==> config.mk <==
export PLATFORM = sky130hd
export DESIGN_NAME = serial_add_sub
export DESIGN_NICKNAME = d
export VERILOG_FILES = /design/src/rtl/serial_add_sub.sv
export SDC_FILE = /design/constraint.sdc
export NUM_CORES = 1
export LEC_CHECK = 0
export CAP_MARGIN = 20
export CORE_MARGIN = 5
export CORE_UTILIZATION = 52
export CTS_CLUSTER_SIZE = 25
export DETAILED_ROUTE_END_ITERATION = 10
export GPL_TIMING_DRIVEN = 0
export MAX_ROUTING_LAYER = met4
export PLACE_DENSITY = 0.88
export SKIP_CTS_REPAIR_TIMING = 1
export SYNTH_ARGS = -nofsm -noshare
export SYNTH_HDL_FRONTEND = slang
export SYNTH_SLANG_ARGS = --single-unit
export TNS_END_PERCENT = 50
==> constraint.sdc <==
create_clock -name clk -period 1.9 [get_ports clk]
set_clock_uncertainty 0.1 [all_clocks]
set_input_delay 0.57 -clock clk [delete_from_list [all_inputs] [get_ports clk]]
set_output_delay 0.57 -clock clk [all_outputs]
set_load 0.01 [all_outputs]
==> src/rtl/serial_add_sub.sv <==
// serial_add_sub: bit-serial adder/subtractor.
// A single full-adder cell and a carry flip-flop process one bit per clock,
// LSB first. A+B+cin in add mode, A+~B+1 (A-B) in subtract mode.
// Result, carry-out and signed overflow are registered when the last bit
// completes and are held until the next operation finishes.
module serial_add_sub #(
   parameter int WIDTH = 8
) (
   input  logic             clk,
   input  logic             rst,
   input  logic             start,
   input  logic [WIDTH-1:0] a,
   input  logic [WIDTH-1:0] b,
   input  logic             cin,
   input  logic             sub,
   output logic             busy,
   output logic             done,
   output logic [WIDTH-1:0] sum,
   output logic             carry,
   output logic             overflow
);

   // Bit counter only needs to reach WIDTH-1; keep at least one bit.
   localparam int CNT_W = (WIDTH > 1) ? $clog2(WIDTH) : 1;
   localparam logic [CNT_W-1:0] LAST_BIT = CNT_W'(WIDTH - 1);

   typedef enum logic [1:0] {
      IDLE  = 2'd0,
      SHIFT = 2'd1,
      DONE  = 2'd2
   } state_t;

   state_t           state_q, state_d;
   logic [CNT_W-1:0] cnt_q,   cnt_d;
   logic [WIDTH-1:0] a_q,     a_d;      // operand A, shifted right each bit
   logic [WIDTH-1:0] b_q,     b_d;      // effective operand B, shifted right
   logic [WIDTH-1:0] acc_q,   acc_d;    // result bits collected MSB-side
   logic             c_q,     c_d;      // running carry between bit slices
   logic [WIDTH-1:0] sum_q,   sum_d;
   logic             carry_q, carry_d;
   logic             ovf_q,   ovf_d;

   logic             bit_s;
   logic             bit_co;
   logic             last_bit;

   function automatic logic fa_sum(input logic x, input logic y, input logic c);
      return x ^ y ^ c;
   endfunction

   function automatic logic fa_carry(input logic x, input logic y, input logic c);
      return (x & y) | (x & c) | (y & c);
   endfunction

   // Single full-adder cell operating on the current LSBs.
   always_comb begin
      bit_s    = fa_sum(a_q[0], b_q[0], c_q);
      bit_co   = fa_carry(a_q[0], b_q[0], c_q);
      last_bit = (cnt_q == LAST_BIT);
   end

   // Next-state, datapath update and result capture.
   always_comb begin
      state_d = state_q;
      cnt_d   = cnt_q;
      a_d     = a_q;
      b_d     = b_q;
      acc_d   = acc_q;
      c_d     = c_q;
      sum_d   = sum_q;
      carry_d = carry_q;
      ovf_d   = ovf_q;

      case (state_q)
         IDLE: begin
            if (start) begin
               // Subtraction is A + ~B + 1: invert B and seed the carry.
               a_d     = a;
               b_d     = sub ? ~b : b;
               c_d     = sub ? 1'b1 : cin;
               cnt_d   = '0;
               state_d = SHIFT;
            end
         end

         SHIFT: begin
            a_d            = a_q >> 1;
            b_d            = b_q >> 1;
            c_d            = bit_co;
            acc_d          = acc_q >> 1;
            acc_d[WIDTH-1] = bit_s;
            cnt_d          = cnt_q + CNT_W'(1);
            if (last_bit) begin
               // c_q is the carry into the MSB, bit_co the carry out of it.
               sum_d   = acc_d;
               carry_d = bit_co;
               ovf_d   = c_q ^ bit_co;
               cnt_d   = '0;
               state_d = DONE;
            end
         end

         DONE: begin
            state_d = IDLE;
         end

         default: begin
            state_d = IDLE;
         end
      endcase
   end

   // State, datapath and result registers; reset clears everything.
   always_ff @(posedge clk or posedge rst) begin
      if (rst) begin
         state_q <= IDLE;
         cnt_q   <= '0;
         a_q     <= '0;
         b_q     <= '0;
         acc_q   <= '0;
         c_q     <= 1'b0;
         sum_q   <= '0;
         carry_q <= 1'b0;
         ovf_q   <= 1'b0;
      end else begin
         state_q <= state_d;
         cnt_q   <= cnt_d;
         a_q     <= a_d;
         b_q     <= b_d;
         acc_q   <= acc_d;
         c_q     <= c_d;
         sum_q   <= sum_d;
         carry_q <= carry_d;
         ovf_q   <= ovf_d;
      end
   end

   // Status flags decode straight from the state register so that reset
   // drops them immediately.
   always_comb begin
      busy     = (state_q == SHIFT);
      done     = (state_q == DONE);
      sum      = sum_q;
      carry    = carry_q;
      overflow = ovf_q;
   end

endmodule

After elaboration in Yosys (flattened, before gate mapping)
Cells that the tools add are included.

storage, ports and cells
  input port bits = 21
  bits in writable memories = 0
  memory bits (read-only) = 0
  memories = 0
  bits in registers = 40
  bits in latches = 0
  output and inout bits = 12

operators by class
  divide/modulo/power cells = 0
  eq/ne operators = 5
  shifts and indexed selects = 0
  reduce and logical (&&, ||, !) cells = 5
  $mul = 0
  muxes and demuxes = 14
  bitwise logic cells = 9
  magnitude comparators = 0
  $add $sub $neg = 1

operators with widths
  cell                 number
  $pmux 8 s2           2
  $mux 8               3
  $not 8->8            1
  $mux 3               2
  $pmux 3 s2           1
  $reduce_and 2->1     3
  $mux 2               2
  $pmux 2 s2           1
  $add 3x1->3 const B  1
  $and 1x1->1          3
  $eq 3x3->1 const B   1
  $xor 1x1->1          3
  $eq 2x1->1 const B   1
  $eq 2x2->1 const B   1
  $logic_not 2->1      1
  $mux 1               2
  $ne 2x1->1 const B   1
  $ne 2x2->1 const B   1
  $or 1x1->1           2
  $pmux 1 s2           1
  $reduce_bool 2->1    1

Depth between registers and ports, before layout
Gate-level depths: netlist of run 1.

  depth after elaboration = 4
  depth in mapped cells = 6
  mapped depth without buffers = 5

Worst setup path after synthesis of run 1
No wires, ideal clock.

  path type = register to register
  from = reg cnt_q[0]
  to = reg carry_q (netlist: carry)
  cell stages (with the launch flop) = 6
  path buffers = 1
  period minus slack after synthesis = 1632 ps
  data arrival time = 1408 ps
  library setup time = 125 ps
  required time = 1675 ps
  setup slack = 268 ps
  cells stage by stage = dfrtp_1 > ha_1 > ha_1 > nand3b_1 > buf_2 > mux2_2

on the way
  cells in the longest elaborated chain, start to end = 2

RTL lines
  element                            line  text
  start: declaration                 34    logic [CNT_W-1:0] cnt_q, cnt_d;
  start signal: assignment           127   cnt_q <= cnt_d;
  $eq 3x3->1                         59    last_bit = (cnt_q == LAST_BIT);
  $reduce_and 2->1 (no source line)  --
  end signal: assignment             133   carry_q <= carry_d;
  end: declaration                   40    logic carry_q, carry_d;

Every way passes these cells.
A chain may end at the register's enable or synchronous reset.

Final worst setup path of run 1
  from = reg state_q[1]
  to = out done

on the way
  cells in the longest elaborated chain, start to end = 1

RTL lines
  element                   line  text
  start: declaration        33    state_t state_q, state_d;
  start signal: assignment  126   state_q <= state_d;
  $eq 2x2->1                142   done = (state_q == DONE);
  end: declaration          17    output logic done,

Every way passes these cells.

==> out/metrics.yaml, run 1 <==
drt:
  vias: 1414
  ant_nets: 0
  routed_wl_um: 4250
  drc: 0
  drt_pass1_iterations: 4
  routedWlPerCell_um: 16.9
  avgViaCountPerCell: 5.61
  initialDrtViolationCount: 122
yosys:
  yosys.area.top_type: "dfrtp_1"
  synth_area_leaders: "dfrtp_1 53%, mux2_2 9.8%, nor2b_1 4.4%"
  ys_seq_elements: 39
  syn-num-nets: 184
  async_reset_ff_share_pct: 100
  synth_most_common_cell: "dfrtp_1"
  netlist.area_leader.share_pct: 52.8
  synth_flop_cell: "dfrtp_1"
  synth_area_per_cell_um2: 11.5
  synth_edf_count: 0
  synth_warnings: 0
  yosysUniqueCellTypes: 25
  synth_area_um2: 1850
  syn_inst: 160
  synthTopCellsByCount: "39 x dfrtp_1, 16 x mux2_2, 13 x nor2b_1"
  ys_seq_area_share_pct: 52.8
setup_path:
  start_kind: "flip-flop"
  critical_path_class: "reg2out"
  max_stage_delay_ps: 500
  endpoint_kind: "primary output"
  crit_top_cell: "buf_6"
  arrival_ps: 1290
  cp_slowest_cell: "dfrtp_1"
  worstPathCellList: "buf_6 > nor2b_4 > buf_6"
  cp_max_fo: 10
  cp_data_required_time_ps: 1230
finish:
  final_layout_size_suffix_gt1_share_pct: 22.8
  fin_nets: 229
  layout.cells.non_filler: 252
  syn_to_final_growth_pct: 30.8
  fin_util_pct: 71.3
  diodes: 0
pwr:
  pwr-share-seq_pct: 40.3
  p_comb_share_pct: 43.7
  power_frac_clock_pct: 16.0
  switchingPower_mw: 1.24
  swShare_pct: 34.8
  p_leak_nw: 1.17
  power_density_nw_per_um2: 1480
  ir_drop_uv: 795
  p_int_mw: 2.33
floorplanning:
  rows: 21
  ios: 33
  start_util_pct: 54.5
  core_area_um2: 3390
  die_height_um: 69.6
  die_width_um: 69.6
  die_area_um2: 4840
cts:
  cts_made_buffers: 5
  worstSkewPairLatency_ps: 350
  path_clk_slew_ps: 120
  clk_path_buf_depth: 2
  cts_tree: "built"
  root_buffer: "clkbuf_4"
  cts.sinks: 39
  htree_levels: 2
run_status:
  status: "finished, violations left"
  violations: "setup timing"
sta:
  fmax_mhz: 511
  fin_tns_setup_ps: -100
  hold_violations: 0
  fin_ws_ps: -55.8
  max_slew_margin_pct: 53.1
  fin_crit_sh_pct: 103
  setup_viol: 2
  fin_crit_ps: 1960
  maxSlewViolCount: 0
  rsz0062_at_grt: "yes"
  tightest_slew_ps: 703
global_route:
  first_global_vias: 1420
  grt_usage_pct: 16.9
  antenna_found_initial: 0
  grt_pass1_wl_um: 6440
  grt_max_degree: 25
  grt_remaining_overflow: 0
placement:
  hpwlAfterDp_um: 2780
  port_buffers: 31
  gp_congestion: 0.791
  placed_cells: 238
  dp_slack_ps: -297
hold_path:
  worstHoldPathType: "reg2reg"
run:
  drv_cap: 0
metrics by stage:
step / hold WS [ps] / power (mW) / area (um2)
after global placement: 381 / 2.78 / 2210
after CTS: 406 / 3.44 / 2320
final: 405 / 3.57 / 2420
after global routing: 419 / 3.81 / 2420
after detailed placement: 389 / 2.88 / 2240
after floorplan: 363 / 2.35 / 1850
power by group through the flow:
stage	sequential [mW]	clock, mW	combinational, mW
3_3_place_gp	1.41	0	1.37
5_1_grt	1.48	0.609	1.72
6_report	1.44	0.572	1.56
3_5_place_dp	1.44	0	1.44
2_1_floorplan	1.42	0	0.924
4_1_cts	1.43	0.573	1.45
routing by layer:
layer / global-route usage, % / vias to the layer above / wire length (um)
met4: 6.07 / 0 / 87
met5: - / - / 0
li1: - / 659 / -
met2: 27.5 / 38 / 2280
met3: 4.06 / 9 / 185
met1: 20.3 / 708 / 1700
path summary, 6_finish.rpt:
check                      slack (ps)  endpoint        from  cells past startpoint
min in group asynchronous         510    a_q[1]         rst                      2
setup reg to reg                   70    sum[7]    cnt_q[0]                      5
max in group asynchronous         640  cnt_q[1]         rst                      3
hold / removal                    400  cnt_q[0]    cnt_q[0]                      1
setup / recovery                  -60      done  state_q[1]                      3
hold reg to reg                   400  cnt_q[0]    cnt_q[0]                      1
layout by cell type, fill, tap and decap left out, types with 2 or more instances in the layout:
cell,n
clkbuf_4,5
o21ai_1,2
a221o_1,7
buf_4,9
nand2_1,5
buf_2,6
o21ai_0,10
o32ai_1,7
buf_6,3
clkbuf_1,2
mux2_2,16
ha_1,2
a21oi_1,10
inv_1,10
a22o_1,2
nor2b_1,11
a22oi_1,8
dlymetal6s2s_1,10
dfrtp_1,39
xnor2_1,8
clkdlybuf4s50_1,19
logic make-up after synthesis:
family | count (synthesis) | synth area share, %
and+or+nand+nor | 22 | 6.84
buffers and inverters | 23 | 5.62
muxes | 17 | 10.3
AOI/OAI and AO/OA | 47 | 17.7
DFF | 39 | 52.8
adders and majority gates | 3 | 2.44
xor gates and xnor gates | 9 | 4.27
registers in the layout, summed over array words and instances, names as in the netlist:
name,count
carry,1
acc_q,7
c_q,1
overflow,1
a_q,8
b_q,8
state_q,2
cnt_q,3
sum,8
layout make-up:
type,instances,area [um2]
sequential,39,976
fill,229,973
multi-input combinational,98,777
timing repair buffer,39,412
buffer,12,75.1
tap,46,57.6
clock inverter,3,43.8
clock buffer,5,37.5
inverter,10,37.5
critical path, delay by kind of cell, from the launching register on:
kind | cells | cell delay, ps
AND/OR/NAND/NOR | 1 | 150
flip-flops | 1 | 500
buffers and inverters | 2 | 280
Power figures use the tool's default switching activity.
==> inputs of run 2 (changes only) <==
--- a/config.mk
+++ b/config.mk
@@ -12,7 +12,7 @@
 export DETAILED_ROUTE_END_ITERATION = 10
 export GPL_TIMING_DRIVEN = 0
 export MAX_ROUTING_LAYER = met4
-export PLACE_DENSITY = 0.88
+export PLACE_DENSITY = 0.77
 export SKIP_CTS_REPAIR_TIMING = 1
 export SYNTH_ARGS = -nofsm -noshare
 export SYNTH_HDL_FRONTEND = slang
==> out/metrics.yaml, run 2 (same netlist as run 1, synthesis figures left out) <==
global_route:
  antenna_found_initial: 0
  grt_remaining_overflow: 0
  grt_pass1_wl_um: 6270
  first_global_vias: 1366
  grt_max_degree: 40
  grt_usage_pct: 16.4
hold_path:
  worstHoldPathType: "reg2reg"
setup_path:
  start_kind: "flip-flop"
  cp_max_fo: 4
  r2r_setup_slack_ps: 70
  endpoint_kind: "primary output"
  max_stage_delay_ps: 430
  critical_path_class: "reg2out"
  arrival_ps: 1240
  cp_slowest_cell: "dfrtp_1"
  crit_buf_inv: 3
  cp_data_required_time_ps: 1230
  worstPathCellList: "buf_6 > buf_8 > nor2b_4 > buf_6"
  crit_top_cell: "buf_6"
  cp_top_family: "flip-flops"
placement:
  placed_cells: 237
  port_buffers: 31
  hpwlAfterDp_um: 2710
  gp_congestion: 0.774
run_status:
  violations: "setup timing"
  status: "finished, violations left"
floorplanning:
  ios: 33
  die_area_um2: 4840
  core_area_um2: 3390
  start_util_pct: 54.5
  die_width_um: 69.6
  die_height_um: 69.6
  rows: 21
drt:
  avgViaCountPerCell: 5.57
  routed_wl_um: 3890
  routedWlPerCell_um: 15.6
  initialDrtViolationCount: 154
  ant_nets: 0
  vias: 1392
  drt_pass1_iterations: 4
  drc: 0
pwr:
  ir_drop_uv: 816
  p_leak_nw: 1.15
  power_frac_clock_pct: 12.7
  swShare_pct: 34.6
  p_int_mw: 2.24
  p_comb_share_pct: 45.8
  pwr-share-seq_pct: 41.5
  power_density_nw_per_um2: 1440
  switchingPower_mw: 1.18
cts:
  path_clk_slew_ps: 100
  root_buffer: "clkbuf_4"
  worstSkewPairLatency_ps: 350
  htree_levels: 2
  clk_path_buf_depth: 2
  cts.sinks: 39
  cts_made_buffers: 5
  cts_tree: "built"
sta:
  fin_crit_sh_pct: 101
  setup_viol: 1
  tightest_slew_ps: 792
  hold_ws_ps: 406
  fin_ws_ps: -13.1
  fin_crit_ps: 1910
  max_slew_margin_pct: 47.1
  fin_tns_setup_ps: -13.1
  hold_violations: 0
  rsz0062_at_grt: "yes"
  fmax_mhz: 523
  maxSlewViolCount: 0
finish:
  layout.cells.non_filler: 250
  final_common_cell: "dfrtp_1"
  final_layout_size_suffix_gt1_share_pct: 22.5
  final_cell_mix: "39 x dfrtp_1, 19 x clkdlybuf4s50_1, 16 x mux2_2, 11 x nor2b_1"
  fin_nets: 228
  syn_to_final_growth_pct: 28.7
  fin_util_pct: 70.1
  diodes: 0
run:
  drv_cap: 0
## run 2: path summary, 6_finish.rpt
path,from,endpoint,depth (start not counted)
worst max register to register,cnt_q[0],sum[1],5
min in group asynchronous,rst,acc_q[4],2
worst max-delay path,state_q[1],done,4
worst min-delay path,overflow,overflow,2
max in group asynchronous,rst,state_q[1],2
worst min register to register,overflow,overflow,2
## run 2: final cells by class
type                            instances  area, um2
Sequential cell                        39        976
Clock inverter                          1       5.00
Multi-Input combinational cell         98        777
Timing Repair Buffer                   39        402
Buffer                                 11       71.3
Tap cell                               46       57.6
Inverter                               10       37.5
Fill cell                             257       1010
Clock buffer                            6       51.3
## run 2: per-layer routing
layer	vias up	wire [um]	GRT usage (%)
li1	660	-	-
met1	693	1680	21.1
met2	31	1990	25.3
met3	8	154	4.20
met4	0	66	5.86
met5	-	0	-
## run 2: through the flow
stage | power, mW | instance area [um2] | setup slack [ps]
detailed placement | 2.89 | 2210 | -298
global route | 3.65 | 2380 | -68.5
finish | 3.42 | 2380 | -13.1
floorplan | 2.35 | 1850 | 268
CTS | 3.32 | 2270 | -691
global placement | 2.80 | 2210 | -415
## run 2: power groups by stage
| stage | combinational (mW) | sequential, mW | clock, mW |
|---|---|---|---|
| 2_1_floorplan | 0.924 | 1.42 | 0 |
| 3_3_place_gp | 1.38 | 1.42 | 0 |
| 3_5_place_dp | 1.44 | 1.45 | 0 |
| 5_1_grt | 1.72 | 1.46 | 0.472 |
| 6_report | 1.57 | 1.42 | 0.434 |
| 4_1_cts | 1.45 | 1.43 | 0.445 |
## run 2: worst register-to-register path, delay by kind of cell, from the launching register on
kind	cells	cell delay [ps]
flops	1	420
fa+ha+maj	2	420
mux	1	370
buf+inv	1	260
simple gates	1	150
==> inputs of run 3 (changes only) <==
--- a/config.mk
+++ b/config.mk
@@ -12,7 +12,7 @@
 export DETAILED_ROUTE_END_ITERATION = 10
 export GPL_TIMING_DRIVEN = 0
 export MAX_ROUTING_LAYER = met4
-export PLACE_DENSITY = 0.77
+export PLACE_DENSITY = 0.79
 export SKIP_CTS_REPAIR_TIMING = 1
 export SYNTH_ARGS = -nofsm -noshare
 export SYNTH_HDL_FRONTEND = slang
==> out/metrics.yaml, run 3 (same netlist as run 1, synthesis figures left out) <==
hold_path:
  worstHoldPathType: "reg2reg"
setup_path:
  crit_buf_inv: 3
  cp_top_family: "flip-flops"
  cp_max_fo: 4
  cp_data_required_time_ps: 1230
  crit_top_cell: "buf_6"
  endpoint_kind: "primary output"
  cp_slowest_cell: "dfrtp_1"
  max_stage_delay_ps: 410
  critical_path_class: "reg2out"
  worstPathCellList: "buf_6 > nor2b_1 > buf_6 > buf_6"
  start_kind: "flip-flop"
  arrival_ps: 1250
pwr:
  power_density_nw_per_um2: 1500
  p_comb_share_pct: 44.8
  swShare_pct: 33.8
  switchingPower_mw: 1.24
  p_leak_nw: 1.18
  power.total_mw: 3.65
  pwr-share-seq_pct: 39.1
  p_int_mw: 2.42
  power_frac_clock_pct: 16.0
  ir_drop_uv: 830
finish:
  multi_input_area_um2: 774
  diodes: 0
  seq_area_um2: 976
  fin_util_pct: 71.9
  fin_area_um2: 2440
  fillers: 245
  fin_nets: 231
  final_common_cell: "dfrtp_1"
  final_cell_mix: "39 x dfrtp_1, 19 x clkdlybuf4s50_1, 16 x mux2_2, 12 x nor2b_1"
  syn_to_final_growth_pct: 32.0
  final_layout_size_suffix_gt1_share_pct: 23.1
floorplanning:
  die_height_um: 69.6
  die_width_um: 69.6
  die_area_um2: 4840
  core_area_um2: 3390
  start_util_pct: 54.5
  ios: 33
  rows: 21
run_status:
  status: "finished, violations left"
  violations: "setup timing"
drt:
  initialDrtViolationCount: 141
  vias: 1427
  ant_nets: 0
  routedWlPerCell_um: 16.4
  drc: 0
  avgViaCountPerCell: 5.62
  drt_pass1_iterations: 5
  routed_wl_um: 4160
sta:
  hold_ws_ps: 416
  rsz0062_at_grt: "yes"
  fin_ws_ps: -16.5
  max_slew_margin_pct: 37.4
  setup_viol: 1
  fin_crit_ps: 1920
  hold_violations: 0
  fin_crit_sh_pct: 101
  fmax_mhz: 522
  tightest_slew_ps: 938
  maxSlewViolCount: 0
run:
  drv_cap: 0
placement:
  port_buffers: 31
  hpwlAfterDp_um: 2840
  placed_cell_area_um2: 2230
  dp_slack_ps: -271
  gp_congestion: 0.782
global_route:
  grt_max_degree: 26
  first_global_vias: 1435
  antenna_found_initial: 0
  grt_usage_pct: 17.5
  grt_remaining_overflow: 0
  grt_pass1_wl_um: 6630
cts:
  clk_path_buf_depth: 2
  cts_made_buffers: 5
  path_clk_slew_ps: 110
  htree_levels: 2
  cts_tree: "built"
  root_buffer: "clkbuf_4"
  cts.sinks: 39
  worstSkewPairLatency_ps: 350
[run 3: power by group through the flow]
| stage | Clock, mW | Combinational, mW | Sequential (mW) |
|---|---|---|---|
| after CTS | 0.594 | 1.46 | 1.44 |
| final | 0.586 | 1.64 | 1.43 |
| after detailed placement | 0 | 1.45 | 1.45 |
| after floorplan | 0 | 0.924 | 1.42 |
| after global routing | 0.622 | 1.77 | 1.47 |
| after global placement | 0 | 1.37 | 1.42 |
[run 3: area by class of cell]
type	count	area share, %
buffer	11	2.92
clock buffer	6	2.10
clock inverter	2	1.44
inverter	10	1.54
multi-input combinational	98	31.8
sequential	39	40.0
tap	46	2.36
timing repair buffer	42	17.9
[run 3: per-layer routing]
| layer | global-route usage (%) | routed length (um) | up-vias |
|---|---|---|---|
| met4 | 9.33 | 99 | 0 |
| met2 | 27.5 | 2140 | 31 |
| li1 | - | - | 666 |
| met1 | 20.7 | 1790 | 719 |
| met3 | 4.06 | 135 | 11 |
| met5 | - | 0 | - |
[run 3: final timing paths]
path,startpoint,end,slack (ps),depth (start not counted)
max in group asynchronous,rst,b_q[7],460,3
worst max-delay path,state_q[0],busy,-20,4
min in group asynchronous,rst,acc_q[4],610,2
worst min-delay path,sum[1],sum[1],420,1
worst min register to register,sum[1],sum[1],420,1
worst max register to register,cnt_q[0],sum[3],50,5
[run 3: stage by stage]
step / cells / TNS (ps)
after floorplan: 160 / 0
after global placement: 237 / -19020
after detailed placement: 238 / -3900
after CTS: 246 / -1770
after global routing: 254 / -118
final: 254 / -16.5
==> variant 1, RTL diff (flow settings as in run 2) <==
`WIDTH`: 8 -> 4.
--- a/src/rtl/serial_add_sub.sv
+++ b/src/rtl/serial_add_sub.sv
@@ -5,5 +5,5 @@
 // completes and are held until the next operation finishes.
 module serial_add_sub #(
-   parameter int WIDTH = 8
+   parameter int WIDTH = 4
 ) (
    input  logic             clk,
Ports: changed (resized a, b and sum); port bits go from 33 to 21. No check against the original RTL was run, so the function may have changed too.
==> variant 1 against run 2 <==
  * Count of clock-buffer cells in the layout fell by 2
  * Sequential share of layout area is 1.4 points lower
  * Design area is 42% lower
  * Non-clock buffer count decreased by 20
  * Routed wire length fell by 44%
  * Area after synthesis fell by 42%
  * Utilization grew 0.72 points
  * Worst setup slack better by 47 ps
  * Synthesized cell count shrank 43%
  * Total power shrank 40%
  * Die area fell by 37%
  * Fmax up 2.5%
  * Sequential cell count decreased by 17
  * Critical path type unchanged
==> variant 1: results (changes against run 2) <==
Worst Max-Slew Pin Slew 809.8 ps (+17.79 ps); status completed; clock-pin slew on the worst setup and hold paths 120 ps (+20 ps); worst vdd ir 0.0008037 V (-1.5%); drt first-iter violations 13 (-92%); Final nets 136 (-40%); Inserted Clock Buffers 3 (-2); clk_lat worst skew 300 ps (-50 ps); Fillers 160 (-38%); leading cell types by count after synthesis dfrtp_1, mux2_2, nor2b_1, o21ai_0, inv_1; mux contribution to synthesized area 8.441% (-1.9 points); all-layer global routing usage 15.50% (-0.95 points); LEAKAGE 0.6812 nW (-41%); Crit path largest cell delay 390 ps (-40 ps); share of cells above drive strength 1 25.00% (+2.5 points); vias in the first global route 844 (-38%); synth top area cells dfrtp_1, mux2_2, nor2b_1; Synth Area in Compound Gates 17.00% (-0.68 points); DPL Wire Length 1565 um (-42%); global-route wire length before repair 3746 um (-40%); syn_nets 107 (-42%); RD Place Congestion 0.7793 (+0.68%); drt wl/cell 14.89 um (-4.4%); Adder-Cell Fraction of Synth Area 3.048% (+0.61 points); post-synthesis xor/xnor area fraction 4.103% (-0.17 points); crit-path max FO 7 (+3); largest net degree at the start of global routing 23 (-43%); DR vias 814 (-42%); WP data arrival 1200 ps (-40 ps); H-Tree Depth 1 (-1); sequential fraction of the synthesis area 51.58% (-1.3 points)
[variant 1: final cells by class]
type | instances | area share, %
flip-flops and latches | 22 | 39.69
plain buffers | 6 | 3.870
repair buffers | 24 | 16.74
inverters | 5 | 1.350
well taps | 27 | 2.430
multi-input cells | 59 | 33.30
clock buffers | 4 | 2.610
[variant 1: final timing paths]
check                                start          to  slack [ps]
worst max-delay path            state_q[0]        busy          30
worst min-delay path              overflow    overflow         410
worst max register to register  state_q[0]      b_q[0]         380
worst min register to register    overflow    overflow         410
max in group asynchronous              rst  state_q[1]         540
min in group asynchronous              rst      sum[3]         610
[variant 1: where the power goes]
part           total, W  switching [W]  internal [W]
Clock          0.000256       0.000139      0.000117
Combinational  0.000995       0.000415      0.000580
Sequential     0.000808       0.000136      0.000672
[variant 1: metrics by stage]
step	area (um2)	hold WS (ps)	setup WS (ps)	cells
2_1_floorplan	1067	350.7	321.1	92
3_3_place_gp	1291	365.1	-294.5	138
3_5_place_dp	1291	387.4	-301.5	138
4_1_cts	1328	415.5	-684.3	142
5_1_grt	1390	427.1	-15.96	147
6_report	1390	409.6	33.81	147
[variant 1: kinds of logic after synthesis]
kind of cell	after synthesis
AO/OA/AOI/OAI	26
XOR/XNOR	5
adder cells (fa/ha/maj)	2
buffers and inverters	11
flip-flops	22
multiplexers	8
AND/OR/NAND/NOR	18
[variant 1: routing by layer]
layer	vias to the layer above	share of wire, %	GRT usage (%)
met5	-	0	-
met4	0	0.55	6.597
li1	381	-	-
met2	24	51	25.51
met1	407	43	18.45
met3	2	5.1	3.030
[variant 1: worst min-delay path: cells and delay by family (launching register included)]
| family | cells | cell delay (ps) |
|---|---|---|
| AOI/OAI and AO/OA | 1 | 60 |
| DFF | 1 | 370 |
| and+or+nand+nor | 1 | 50 |
==> variant 2, RTL diff (config.mk and constraints of run 2) <==
Made on the original files. Re-encode `state_t` (3 states) as one-hot, 3 bits wide.
--- a/src/rtl/serial_add_sub.sv
+++ b/src/rtl/serial_add_sub.sv
@@ -25,8 +25,8 @@
    localparam logic [CNT_W-1:0] LAST_BIT = CNT_W'(WIDTH - 1);
 
-   typedef enum logic [1:0] {
-      IDLE  = 2'd0,
-      SHIFT = 2'd1,
-      DONE  = 2'd2
+   typedef enum logic [2:0] {
+      IDLE  = 3'b001,
+      SHIFT = 3'b010,
+      DONE  = 3'b100
    } state_t;
 
Behaviour: same outputs for any inputs over 10 cycles, from zero or initial values and one cycle with rst high; not proved beyond that.
==> variant 2 against run 2 <==
  * Total power down 22%
  * Critical path type unchanged
  * Worst setup slack got worse by 200 ps
  * Design area fell by 1.3%
  * Global-route usage down 1.3 points
  * First-iteration DRC count down 63%
  * Area after synthesis fell by 1.5%
  * Routed wire length decreased by 13%
  * Sequential cell count up 1
  * The flow still finishes with violations (setup timing)
==> variant 2: results (changes against run 2) <==
leading cell types by count after synthesis dfrtp_1, nand2_1, mux2i_1; vias in the first global route 1281 (-6.2%); Highest Signal Layer met4; failing checks setup timing; top cell type's share of synthesized area 53.65% (+0.80 points); sequential fraction of the synthesis area 55.09% (+2.2 points); global-route wire length before repair 5747 um (-8.4%); Worst Max-Slew Pin Slew 815.1 ps (+23.11 ps); clock tree root buffer cell clkbuf_4; Async S/R FF share, synth 100.0% (unchanged); initial antenna violation count 0 (unchanged); clk_lat worst skew 330 ps (-20 ps); worst vdd ir 0.0006953 V (-15%); LEAKAGE 1.258 nW (+9.0%); diode count 0 (unchanged); H-Tree Depth 2 (unchanged); all-layer global routing usage 15.18% (-1.3 points); Hold Slack 398.4 ps (-8.079 ps); syn_nets 165 (-10%); maximum root-to-sink buffer count 2 (unchanged); total gr overflow 0 (unchanged); largest net degree at the start of global routing 41 (+2.5%); Fillers 269 (+4.7%); syn avg cell area 12.90 um2 (+12%); share of cells above drive strength 1 23.12% (+0.57 points); RD Place Congestion 0.7868 (+1.7%); worst setup margin -208.4 ps (-195.3 ps); Inserted Clock Buffers 5 (unchanged); post-synth cell types 26 (+4.0%); Setup TNS -208.4 ps (-195.3 ps); placed instance count 218 (-8.0%); status finished, violations left; Met3 Routed Length 125 um (-19%); synth warn 0 (unchanged); IO buf count 31 (unchanged); router iterations before antenna repair 4 (unchanged); cell depth of the worst flop-to-flop path 6 (+1); drt first-iter violations 57 (-63%); DR vias 1200 (-14%); Hold Crit Start a_q[7]; Setup Viol. Count Final 1 (unchanged); Met2 Wirelength 1684 um (-15%); WP data arrival 1440 ps (+200 ps); DPL Wire Length 2398 um (-12%); crit-path max FO 5 (+1); Routed Wire Length 3390 um (-13%); CP startpoint state_q[2]; synth top area cells dfrtp_1, mux2i_1, mux2_4; Worst R2R Setup Slack 90 ps (+20 ps); Final Non-Filler Cells 232 (-7.2%); WHS Path Cells 2 (unchanged); Hold Crit Class reg2reg; Final nets 209 (-8.3%); clock-pin slew on the worst setup and hold paths 120 ps (+20 ps); met1 WL 1552 um (-7.7%)
==> variant 2: per-stage QoR <==
stage                     setup slack [ps]  power (W)  instance area, um2
after floorplan                      140.1   0.001950                1819
after global placement              -641.3   0.002137                2187
after detailed placement            -655.0   0.002196                2187
after CTS                            -1060   0.002632                2248
after global routing                -308.6   0.002857                2346
final                               -208.4   0.002660                2346
==> variant 2: path summary, 6_finish.rpt <==
| path | to |
|---|---|
| setup reg to reg | overflow |
| hold / removal | a_q[6] |
| setup / recovery | busy |
| max in group asynchronous | state_q[2] |
| min in group asynchronous | cnt_q[0] |
| hold reg to reg | a_q[6] |
==> variant 2: cell type report <==
class / instances / share of cell area, %
buffer: 8 / 2.720
timing repair buffer: 37 / 16.91
multi-input combinational: 91 / 32.21
sequential: 40 / 42.77
tap: 46 / 2.453
inverter: 2 / 0.3200
clock inverter: 2 / 0.4267
clock buffer: 6 / 2.187
==> variant 2: layer usage <==
metal | global-route usage (%) | vias up
met5 | - | -
met4 | 3.254 | 0
met3 | 5.378 | 4
met2 | 25.53 | 26
met1 | 17.49 | 596
li1 | - | 574
==> variant 2: critical path, cell delays in order, from the launching register on <==
cell and delay (ps):
dfrtp_2 450, buf_12 130, nor3b_4 260, buf_6 160, buf_6 100
==> variant 2: cell families after synthesis <==
group | Yosys count | synth area share, %
compound gates | 20 | 6.397
xor+xnor | 9 | 4.333
fa+ha+maj | 3 | 2.476
buf+inv | 10 | 3.370
flops | 40 | 55.09
mux | 32 | 20.63
simple gates | 27 | 7.704
==> variant 2: report_power, final <==
| group | switching [W] | internal, W |
|---|---|---|
| combinational | 0.000407 | 0.000479 |
| clock | 0.000263 | 0.000176 |
| sequential | 0.000188 | 0.00115 |
| total | 0.000858 | 0.00180 |
